File: config.mk
export PLATFORM = sky130hd
export DESIGN_NAME = uart_tx_arbiter
export DESIGN_NICKNAME = d
export VERILOG_FILES = /design/src/rtl/uart_tx_arb_pkg.sv /design/src/rtl/rr_pick.sv /design/src/rtl/uart_tx_arbiter.sv
export SDC_FILE = /design/constraint.sdc
export NUM_CORES = 1
export LEC_CHECK = 0
export ABC_AREA = 1
export CORE_ASPECT_RATIO = 0.9
export CORE_MARGIN = 10
export CORE_UTILIZATION = 36
export CTS_CLUSTER_DIAMETER = 200
export DETAILED_ROUTE_END_ITERATION = 8
export HOLD_SLACK_MARGIN = 0.03
export PLACE_DENSITY = 0.89
export SLEW_MARGIN = 25
export SYNTH_ARGS = -nofsm -noshare
export SYNTH_HDL_FRONTEND = slang
export SYNTH_SLANG_ARGS = --single-unit
File: constraint.sdc
create_clock -name i_Clock -period 2.2 [get_ports i_Clock]
set_clock_uncertainty 0.2 [all_clocks]
set_input_delay 0.55 -clock i_Clock [delete_from_list [all_inputs] [get_ports i_Clock]]
set_output_delay 0.55 -clock i_Clock [all_outputs]
set_load 0.02 [all_outputs]
File: src/rtl/uart_tx_arb_pkg.sv
// Shared types and helpers for the uart_tx round-robin arbiter.
// The rotating-priority search lives here so rr_pick and any future users agree on it.
package uart_tx_arb_pkg;

    localparam int WORD_W  = 32;
    localparam int MAX_REQ = 8;

    typedef enum logic [2:0] {
        IDLE,
        ISSUE,
        WAIT_BUSY,
        WAIT_DONE,
        RECOVER
    } arb_state_t;

    typedef struct packed {
        logic       found;
        logic [2:0] idx;
    } pick_t;

    // First set bit of valid, searching upward from ptr+1 and wrapping at num_req.
    function automatic pick_t rr_pick_fn(input logic [MAX_REQ-1:0] valid,
                                         input logic [2:0]         ptr,
                                         input int                 num_req);
        pick_t result;
        int    cand;
        result = '0;
        for (int step = 1; step <= MAX_REQ; step++) begin
            cand = int'(ptr) + step;
            if (cand >= num_req) begin
                cand = cand - num_req;
            end
            if ((step <= num_req) && !result.found && valid[cand[2:0]]) begin
                result.found = 1'b1;
                result.idx   = cand[2:0];
            end
        end
        return result;
    endfunction

endpackage

File: src/rtl/rr_pick.sv
// Combinational rotating-priority encoder: picks the next valid requester after ptr.
module rr_pick
    import uart_tx_arb_pkg::*;
#(
    parameter int NUM_REQ = 4,
    parameter int IDX_W   = $clog2(NUM_REQ)
) (
    input  logic [NUM_REQ-1:0] valid,
    input  logic [IDX_W-1:0]   ptr,
    output logic [IDX_W-1:0]   idx,
    output logic               found
);

    logic [MAX_REQ-1:0] valid_ext;
    logic [2:0]         ptr_ext;
    pick_t              pick;

    assign valid_ext = MAX_REQ'(valid);
    assign ptr_ext   = 3'(ptr);
    assign pick      = rr_pick_fn(valid_ext, ptr_ext, NUM_REQ);
    assign idx       = IDX_W'(pick.idx);
    assign found     = pick.found;

endmodule

File: src/rtl/uart_tx_arbiter.sv
// Round-robin scheduler sharing one 32-bit-frame uart_tx among NUM_REQ requesters.
// Optional frame watchdog enabled by defining UART_TX_ARB_TIMEOUT_EN.
module uart_tx_arbiter
    import uart_tx_arb_pkg::*;
#(
    parameter int NUM_REQ        = 4,
    parameter int CLKS_PER_BIT   = 87,
    parameter int TIMEOUT_CYCLES = CLKS_PER_BIT * 36
) (
    input  logic                        i_Clock,
    input  logic                        i_Rst_n,
    input  logic [NUM_REQ-1:0]          i_Req_Valid,
    input  logic [NUM_REQ*WORD_W-1:0]   i_Req_Data,
    output logic [NUM_REQ-1:0]          o_Req_Ack,
    output logic                        o_Tx_DV,
    output logic [WORD_W-1:0]           o_Tx_Byte,
    input  logic                        i_Tx_Active,
    input  logic                        i_Tx_Done,
    output logic [$clog2(NUM_REQ)-1:0]  o_Grant_Idx,
    output logic                        o_Busy,
    output logic                        o_Timeout
);

    localparam int IDX_W = $clog2(NUM_REQ);

    arb_state_t         state;
    arb_state_t         state_next;
    logic [IDX_W-1:0]   rr_ptr;
    logic [IDX_W-1:0]   rr_ptr_next;
    logic [IDX_W-1:0]   grant_next;
    logic [IDX_W-1:0]   pick_idx;
    logic               pick_found;
    logic [NUM_REQ-1:0] ack_next;
    logic               dv_next;
    logic [WORD_W-1:0]  byte_next;
    logic               timeout_hit;

    rr_pick #(
        .NUM_REQ (NUM_REQ)
    ) u_rr_pick (
        .valid (i_Req_Valid),
        .ptr   (rr_ptr),
        .idx   (pick_idx),
        .found (pick_found)
    );

`ifdef UART_TX_ARB_TIMEOUT_EN
    localparam int CNT_W = $clog2(TIMEOUT_CYCLES + 1);

    logic [CNT_W-1:0] wd_count;

    assign timeout_hit = (wd_count == CNT_W'(TIMEOUT_CYCLES));

    // Cleared on the way into WAIT_BUSY; saturates so an expiry seen in RECOVER releases at once.
    always_ff @(posedge i_Clock or negedge i_Rst_n) begin
        if (!i_Rst_n) begin
            wd_count  <= '0;
            o_Timeout <= 1'b0;
        end else begin
            if (state == ISSUE) begin
                wd_count <= '0;
            end else if ((state != IDLE) && !timeout_hit) begin
                wd_count <= wd_count + 1'b1;
            end
            if (timeout_hit && ((state == WAIT_BUSY) || (state == WAIT_DONE))) begin
                o_Timeout <= 1'b1;
            end
        end
    end
`else
    assign timeout_hit = 1'b0;
    assign o_Timeout   = 1'b0;
`endif

    always_comb begin
        state_next  = state;
        rr_ptr_next = rr_ptr;
        grant_next  = o_Grant_Idx;
        ack_next    = '0;
        dv_next     = 1'b0;
        byte_next   = o_Tx_Byte;
        case (state)
            IDLE: begin
                if (pick_found) begin
                    state_next           = ISSUE;
                    rr_ptr_next          = pick_idx;
                    grant_next           = pick_idx;
                    ack_next[pick_idx]   = 1'b1;
                    byte_next            = i_Req_Data[pick_idx*WORD_W +: WORD_W];
                end
            end
            ISSUE: begin
                dv_next    = 1'b1;
                state_next = WAIT_BUSY;
            end
            WAIT_BUSY: begin
                if (timeout_hit) begin
                    state_next = RECOVER;
                end else if (i_Tx_Active) begin
                    state_next = WAIT_DONE;
                end
            end
            WAIT_DONE: begin
                if (timeout_hit || i_Tx_Done) begin
                    state_next = RECOVER;
                end
            end
            RECOVER: begin
                // Done stays high for two cycles; only a fully quiet transmitter releases us.
                if (timeout_hit || (!i_Tx_Active && !i_Tx_Done)) begin
                    state_next = IDLE;
                end
            end
            default: begin
                state_next = RECOVER;
            end
        endcase
    end

    always_ff @(posedge i_Clock or negedge i_Rst_n) begin
        if (!i_Rst_n) begin
            state       <= RECOVER;
            rr_ptr      <= IDX_W'(NUM_REQ - 1);
            o_Grant_Idx <= '0;
            o_Req_Ack   <= '0;
            o_Tx_DV     <= 1'b0;
            o_Tx_Byte   <= '0;
        end else begin
            state       <= state_next;
            rr_ptr      <= rr_ptr_next;
            o_Grant_Idx <= grant_next;
            o_Req_Ack   <= ack_next;
            o_Tx_DV     <= dv_next;
            o_Tx_Byte   <= byte_next;
        end
    end

    assign o_Busy = (state != IDLE);

endmodule

# Word level (Yosys, flattened, before mapping)
# Index checks and enable logic that the tools add are counted.
# totals
regBits,44
in_bits,136
out_inout_bits,41
word_cells,73
# op_classes
n_addsub,8
order_cmp,10
eq_ne,8
shift,1
n_mux,26
n_reduce_logical,14
# op_table
op,count
128-bit by 8-bit indexed part select with 32-bit output,1
32-bit by 4-bit >= comparator with 1-bit output (second input constant),3
3-bit 2-to-1 mux,8
4-bit 2-to-1 mux,6
3-bit by 4-bit less-than comparator with 1-bit output (second input constant),4
3-bit case mux with 5 select lines,1
1-bit binary-select mux with 3-bit select,4
3-bit subtractor (second input constant),4
2-bit by 2-bit adder with 3-bit output (second input constant),2
3-bit by 2-bit == test with 1-bit output (second input constant),2
1-bit 2-to-1 mux,6
2-bit != test (second input constant),3
1-bit logical AND,5
1-bit zero test,5
2-bit by 3-bit adder with 4-bit output (second input constant),1
4-bit by 3-bit >= comparator with 1-bit output (second input constant),1
4-bit AND reduction,1
2-bit by 1-bit adder with 3-bit output (second input constant),1
3-bit by 1-bit == test with 1-bit output (second input constant),1
3-bit == test (second input constant),1
3-bit zero test,1
2-bit by 3-bit less-than comparator with 1-bit output (second input constant),1
3-bit nonzero test,1
1-bit demux with 2-bit select,1
3 further kinds,3

# Depth between registers and ports, before layout
# depth
ltp_word,21
ltp_mapped,17
mapped_depth_nobuf,14

# Modules after synthesis
# Synthesis repeated with hierarchy kept, for this count alone.
# hier_totals
cells_unflattened,486
hier_area_um2,3054.2
# modules_own_cells
mod,instances,cells_per_inst,area_each_um2,seq_area_each_um2
uart_tx_arbiter,1,438,2812.7,1104.8
rr_pick,1,48,241.5,0.0

# Worst setup path before layout
# Ideal clock, no wire load.
# synth_path
path_kind,reg-to-reg
from,reg rr_ptr[0]
to,reg o_Tx_Byte[0]
arrival_time_ns,2.065
path_slack_ns,-0.189
path_stages_with_launch,17
path_buffers,3
synth_period_minus_slack_ns,2.389
cell_sequence,dfstp_2 buf_6 inv_4 ha_1 inv_1 nand2_2 nand2_2 nor2_4 nand2_1 nor2_1 inv_1 nand2_1 buf_6 nor2_2 buf_6 nand2_1 nand3_1
# synth_between
elab_chain_len,16
elab_cells_between_ends,36
# synth_lines
item,line,rtl
"start, declared",uart_tx_arbiter.sv:28,logic [IDX_W-1:0] rr_ptr;
"start signal, assigned",uart_tx_arbiter.sv:123,rr_ptr <= IDX_W'(NUM_REQ - 1);
"start signal, assigned",uart_tx_arbiter.sv:130,rr_ptr <= rr_ptr_next;
2-bit by 1-bit adder with 3-bit output,uart_tx_arb_pkg.sv:29,cand = int'(ptr) + step;
32-bit by 4-bit >= comparator with 1-bit output / 3-bit subtractor (equally long branches),"uart_tx_arb_pkg.sv:30, uart_tx_arb_pkg.sv:31",
3-bit 2-to-1 mux,uart_tx_arb_pkg.sv:30,if (cand >= num_req) begin
1-bit binary-select mux with 3-bit select,uart_tx_arb_pkg.sv:33,if ((step <= num_req) && !result.found && valid[cand[2:0]]) begin
1-bit 2-to-1 mux (implied by the code),uart_tx_arb_pkg.sv:33,
4-bit 2-to-1 mux,uart_tx_arb_pkg.sv:33,
1-bit zero test,uart_tx_arb_pkg.sv:33,
1-bit logical AND,uart_tx_arb_pkg.sv:33,
4-bit 2-to-1 mux,uart_tx_arb_pkg.sv:33,
1-bit zero test,uart_tx_arb_pkg.sv:33,
1-bit logical AND,uart_tx_arb_pkg.sv:33,
4-bit 2-to-1 mux,uart_tx_arb_pkg.sv:33,
1-bit zero test,uart_tx_arb_pkg.sv:33,
1-bit logical AND,uart_tx_arb_pkg.sv:33,
4-bit 2-to-1 mux (*),uart_tx_arb_pkg.sv:33,
128-bit by 8-bit indexed part select with 32-bit output / 2-bit AND reduction (equally long branches),--,
"end signal, assigned",uart_tx_arbiter.sv:134,o_Tx_Byte <= byte_next;
"end, declared",uart_tx_arbiter.sv:16,"output logic [WORD_W-1:0] o_Tx_Byte,"
# Mark *: on every way between the ends. The rest lies on a longest branch, timed or not. The select of a mux whose other input is x is not followed.
# A chain may end at the register's enable or synchronous reset.

# Worst setup path after layout
# layout_path
from,in i_Req_Valid[1]
to,reg o_Tx_Byte[31]
# layout_between
elab_chain_len,13
elab_cells_between_ends,20
# layout_lines
item,line,rtl
"start, declared",uart_tx_arbiter.sv:12,"input logic [NUM_REQ-1:0] i_Req_Valid,"
1-bit binary-select mux with 3-bit select,uart_tx_arb_pkg.sv:33,
1-bit 2-to-1 mux (implied by the code),uart_tx_arb_pkg.sv:33,
4-bit 2-to-1 mux,uart_tx_arb_pkg.sv:33,
1-bit zero test,uart_tx_arb_pkg.sv:33,
1-bit logical AND,uart_tx_arb_pkg.sv:33,
4-bit 2-to-1 mux,uart_tx_arb_pkg.sv:33,
1-bit zero test,uart_tx_arb_pkg.sv:33,
1-bit logical AND,uart_tx_arb_pkg.sv:33,
4-bit 2-to-1 mux,uart_tx_arb_pkg.sv:33,
1-bit zero test,uart_tx_arb_pkg.sv:33,
1-bit logical AND,uart_tx_arb_pkg.sv:33,
4-bit 2-to-1 mux (*),uart_tx_arb_pkg.sv:33,
128-bit by 8-bit indexed part select with 32-bit output / 2-bit AND reduction (equally long branches),--,
# Marks and branches as above.

==> metrics.md <==
| Metric | Value |
|---|---|
| Slew at the pin closest to its max-slew limit | 508 ps |
| Setup ws final | -214 ps |
| Clock Latency Late Sink | 290 ps |
| CTS tree | done |
| GPL Wtd Cong | 0.929 |
| Port bufs | 175 |
| Starting Density | 0.372 |
| DP Area | 0.00518 sq mm |
| Antenna Cells | 0 |
| CP startpoint | i_Req_Valid[1] |
| Post-Layout Inst Area | 0.00574 sq mm |
| Post-Synth XOR/XNOR Area | 0 |
| RR Endpoint | o_Tx_Byte[31] |
| Via/cell ratio | 4.79 |
| Leak | 2.95 nW |
| Root Buffer | clkbuf_8 |
| Slack of the worst reg-to-reg path | -210 ps |
| Ratio of cells with drive above 1 in the final layout | 0.137 |
| R2R Path Start | rr_ptr[0] |
| Grt total ovfl | 0 |
| Filler cell count | 720 |
| DRC | 0 |
| Outcome | finished, violations left |
| Total CTS buffers | 5 |
| Sequential area share after synthesis | 0.343 |
| # rows | 32 |
| Flops & latches, synth | 44 |
| Worst slew margin | 0.661 |
| Die height | 110 microns |
| RSZ-0062 raised after global routing | true |
| FF-to-FF path depth | 14 |
| Wirelength, routed | 13,200 microns |
| Hold Violations, Final | 0 |
| Tmin final | 2410 ps |
| Initial DRC Count | 162 |
| Syn Std Cell Area | 0.00322 sq mm |
| Antenna viol nets, final | 0 |
| Pre-antenna DRT Iters | 5 |
| Syn avg cell area | 6.00 sq um |
| Post-synthesis cell type count | 25 |
| Wire per inst | 15.5 microns |
| Area leader, netlist | nand2_1 |
| I/O pins | 177 |
| Power Density | 1890 mW/mm^2 |
| Fmax achieved | 414 MHz |
| # nets final | 864 |
| CP required | 2180 ps |
| Post-route setup TNS | -6590 ps |
| Synthesized net count | 673 |
| Final setup violation count | 40 |
| Largest family of logic cells by synthesized area | simple AND/OR/NAND/NOR gates |
| Area growth syn-to-layout | 78.5% |
| Worst-path fanout max | 14 |
| Die area | 0.0131 sq mm |
| CTS clock-pin slew for the worst setup and hold paths | 90 ps |
| Compound-Gate Fraction of Synth Area | 0.0183 |
| Initial antenna violation count | 0 |
| Yosys warnings | 0 |
| Crit start category | primary input |
| GRT Total Usage | 0.182 |
| Post-Synth Simple-Gate Area | 0.494 |
| Mux contribution to synthesized area | 0 |
| Width of the die | 120 microns |
| Core Box Area | 0.00865 sq mm |
| Worst setup endpoint | o_Tx_Byte[31] |
| Top post-synthesis cells by area | nand2_1 33%, dfrtp_1 32%, nand3_1 12%, inv_1 7.3%, dfstp_2 2.4% |
| Clk sink count | 44 |
| FF/Latch Area | 0.00110 sq mm |
| Min-Delay Path Class | register to register |
| Cells after Synth | 536 |
| Vias in the first global route | 4,183 |
| Deepest clock path buffer count | 2 |
| Arrival @ worst endpoint | 2390 ps |
| Max-slew violations | 0 |
| First-pass GRT wire length | 19,700 microns |
| Max cap viols | 0 |
| Via count | 4,058 |
| Area of the multi-input gates | 0.00188 sq mm |
| Violations in the final reports | setup timing |
| Crit share post-route | 1.10 |
| Hold slack final | 290 ps |
| Share of the synthesized area in the top cell type | 0.328 |
| CP Class | primary input to register |
| Adder-cell share of the synthesized area | 0.00389 |
| Min-Delay Startpoint | o_Tx_Byte[2] |
| Crit path capture type | register |
| Final HPWL DP | 9870 microns |
| Largest net degree at the start of global routing | 26 |
| Max rail drop VDD | 0.884 mV |
| Htree depth | 2 |
## worst min-delay path by stage
stage / cells past startpoint / end / slack [ps]
after floorplan: 0 / o_Grant_Idx[0] / 50
after global placement: 2 / o_Tx_Byte[4] / 270
after detailed placement: 2 / o_Tx_Byte[7] / 270
after CTS: 2 / o_Tx_Byte[7] / 290
after global routing: 2 / o_Tx_Byte[7] / 320
final: 2 / o_Tx_Byte[2] / 290
## placed cells by master (no fill, tap or decap), types with 2 or more instances in the layout
master / netlist / final
buf_12: 0 / 6
buf_16: 0 / 2
buf_4: 7 / 16
buf_6: 6 / 9
bufinv_16: 0 / 2
clkbuf_8: 0 / 5
clkdlybuf4s50_1: 0 / 172
dfrtp_1: 41 / 41
dfstp_2: 3 / 3
inv_1: 63 / 60
inv_4: 1 / 3
nand2_1: 281 / 262
nand2_2: 8 / 16
nand2_4: 0 / 9
nand2_8: 0 / 2
nand3_1: 75 / 71
nand3_2: 1 / 5
nand4_1: 3 / 3
nor2_1: 12 / 4
nor2_2: 1 / 6
nor2_4: 1 / 5
o21ai_1: 0 / 5
## kinds of logic (layout without fill, tap and decap cells)
| logic type | after synthesis | after routing |
|---|---|---|
| flops | 44 | 44 |
| simple gates | 385 | 386 |
| fa+ha+maj | 1 | 1 |
| buf+inv | 95 | 286 |
| compound gates | 10 | 10 |
| other cells | 1 | 1 |
## power by group
part           switching, mW  internal [mW]
combinational           5.01           3.64
clock                  0.271          0.454
sequential             0.245           1.24
total                   5.52           5.33
## metal layers
metal / share of wire / wire (microns) / global-route usage
met1: 0.41 / 5400 / 0.204
met2: 0.51 / 6670 / 0.336
met3: 0.065 / 852 / 0.0518
met4: 0.017 / 228 / 0.0456
met5: 0 / 0 / 0
## worst max-delay path: stages
cell	delay [ps]
clkdlybuf4s50_1	440
inv_1	90
nand2_1	80
nand3_1	130
nand2_4	90
nor2_4	170
nand3_2	120
nand2_4	130
nand2_8	100
buf_12	170
nand2_1	80
nand2_2	90
nand2_2	70
nand3_1	70
## flip-flops by register name (all words and copies together) (netlist names)
name,cells
o_Tx_Byte,32
o_Grant_Idx,2
state,3
rr_ptr,2
o_Req_Ack,4
o_Tx_DV,1
## layout make-up
cell class                      count  area share
Multi-Input combinational cell    398       0.328
Inverter                           67      0.0495
Tap cell                          119      0.0259
Clock buffer                        6      0.0126
Clock inverter                      2      0.0105
Timing Repair Buffer              211       0.381
Sequential cell                    44       0.192
## cell usage after synthesis, drive strengths merged
library cell  count
inv              67
dfrtp            41
nand3b            1
nor2             14
conb              1
o21a              1
nand3            76
a21oi             2
buf              28
ha                1
o211ai            1
nand4             3
nor3              2
o21ai             6
dfstp             3
nand2           289
## through the flow
step,util,cells,setup slack (ps),power [mW]
after global placement,0.599,826,-472,8.19
after floorplan,-,536,-79.5,6.31
after detailed placement,0.599,826,-657,8.42
after CTS,0.643,844,-151,10.3
after global routing,0.664,847,-318,11.8
final,0.664,847,-214,10.9
## repair_timing
item,CTS,global route
resized for setup,38,46
hold endpoints to repair,2,0
setup buffers,6,2
pin swaps,10,6
hold buffers,1,0
cloned,3,2
endpoints found under the setup margin,41,43
No activity file was read; power rests on OpenSTA's default activity.
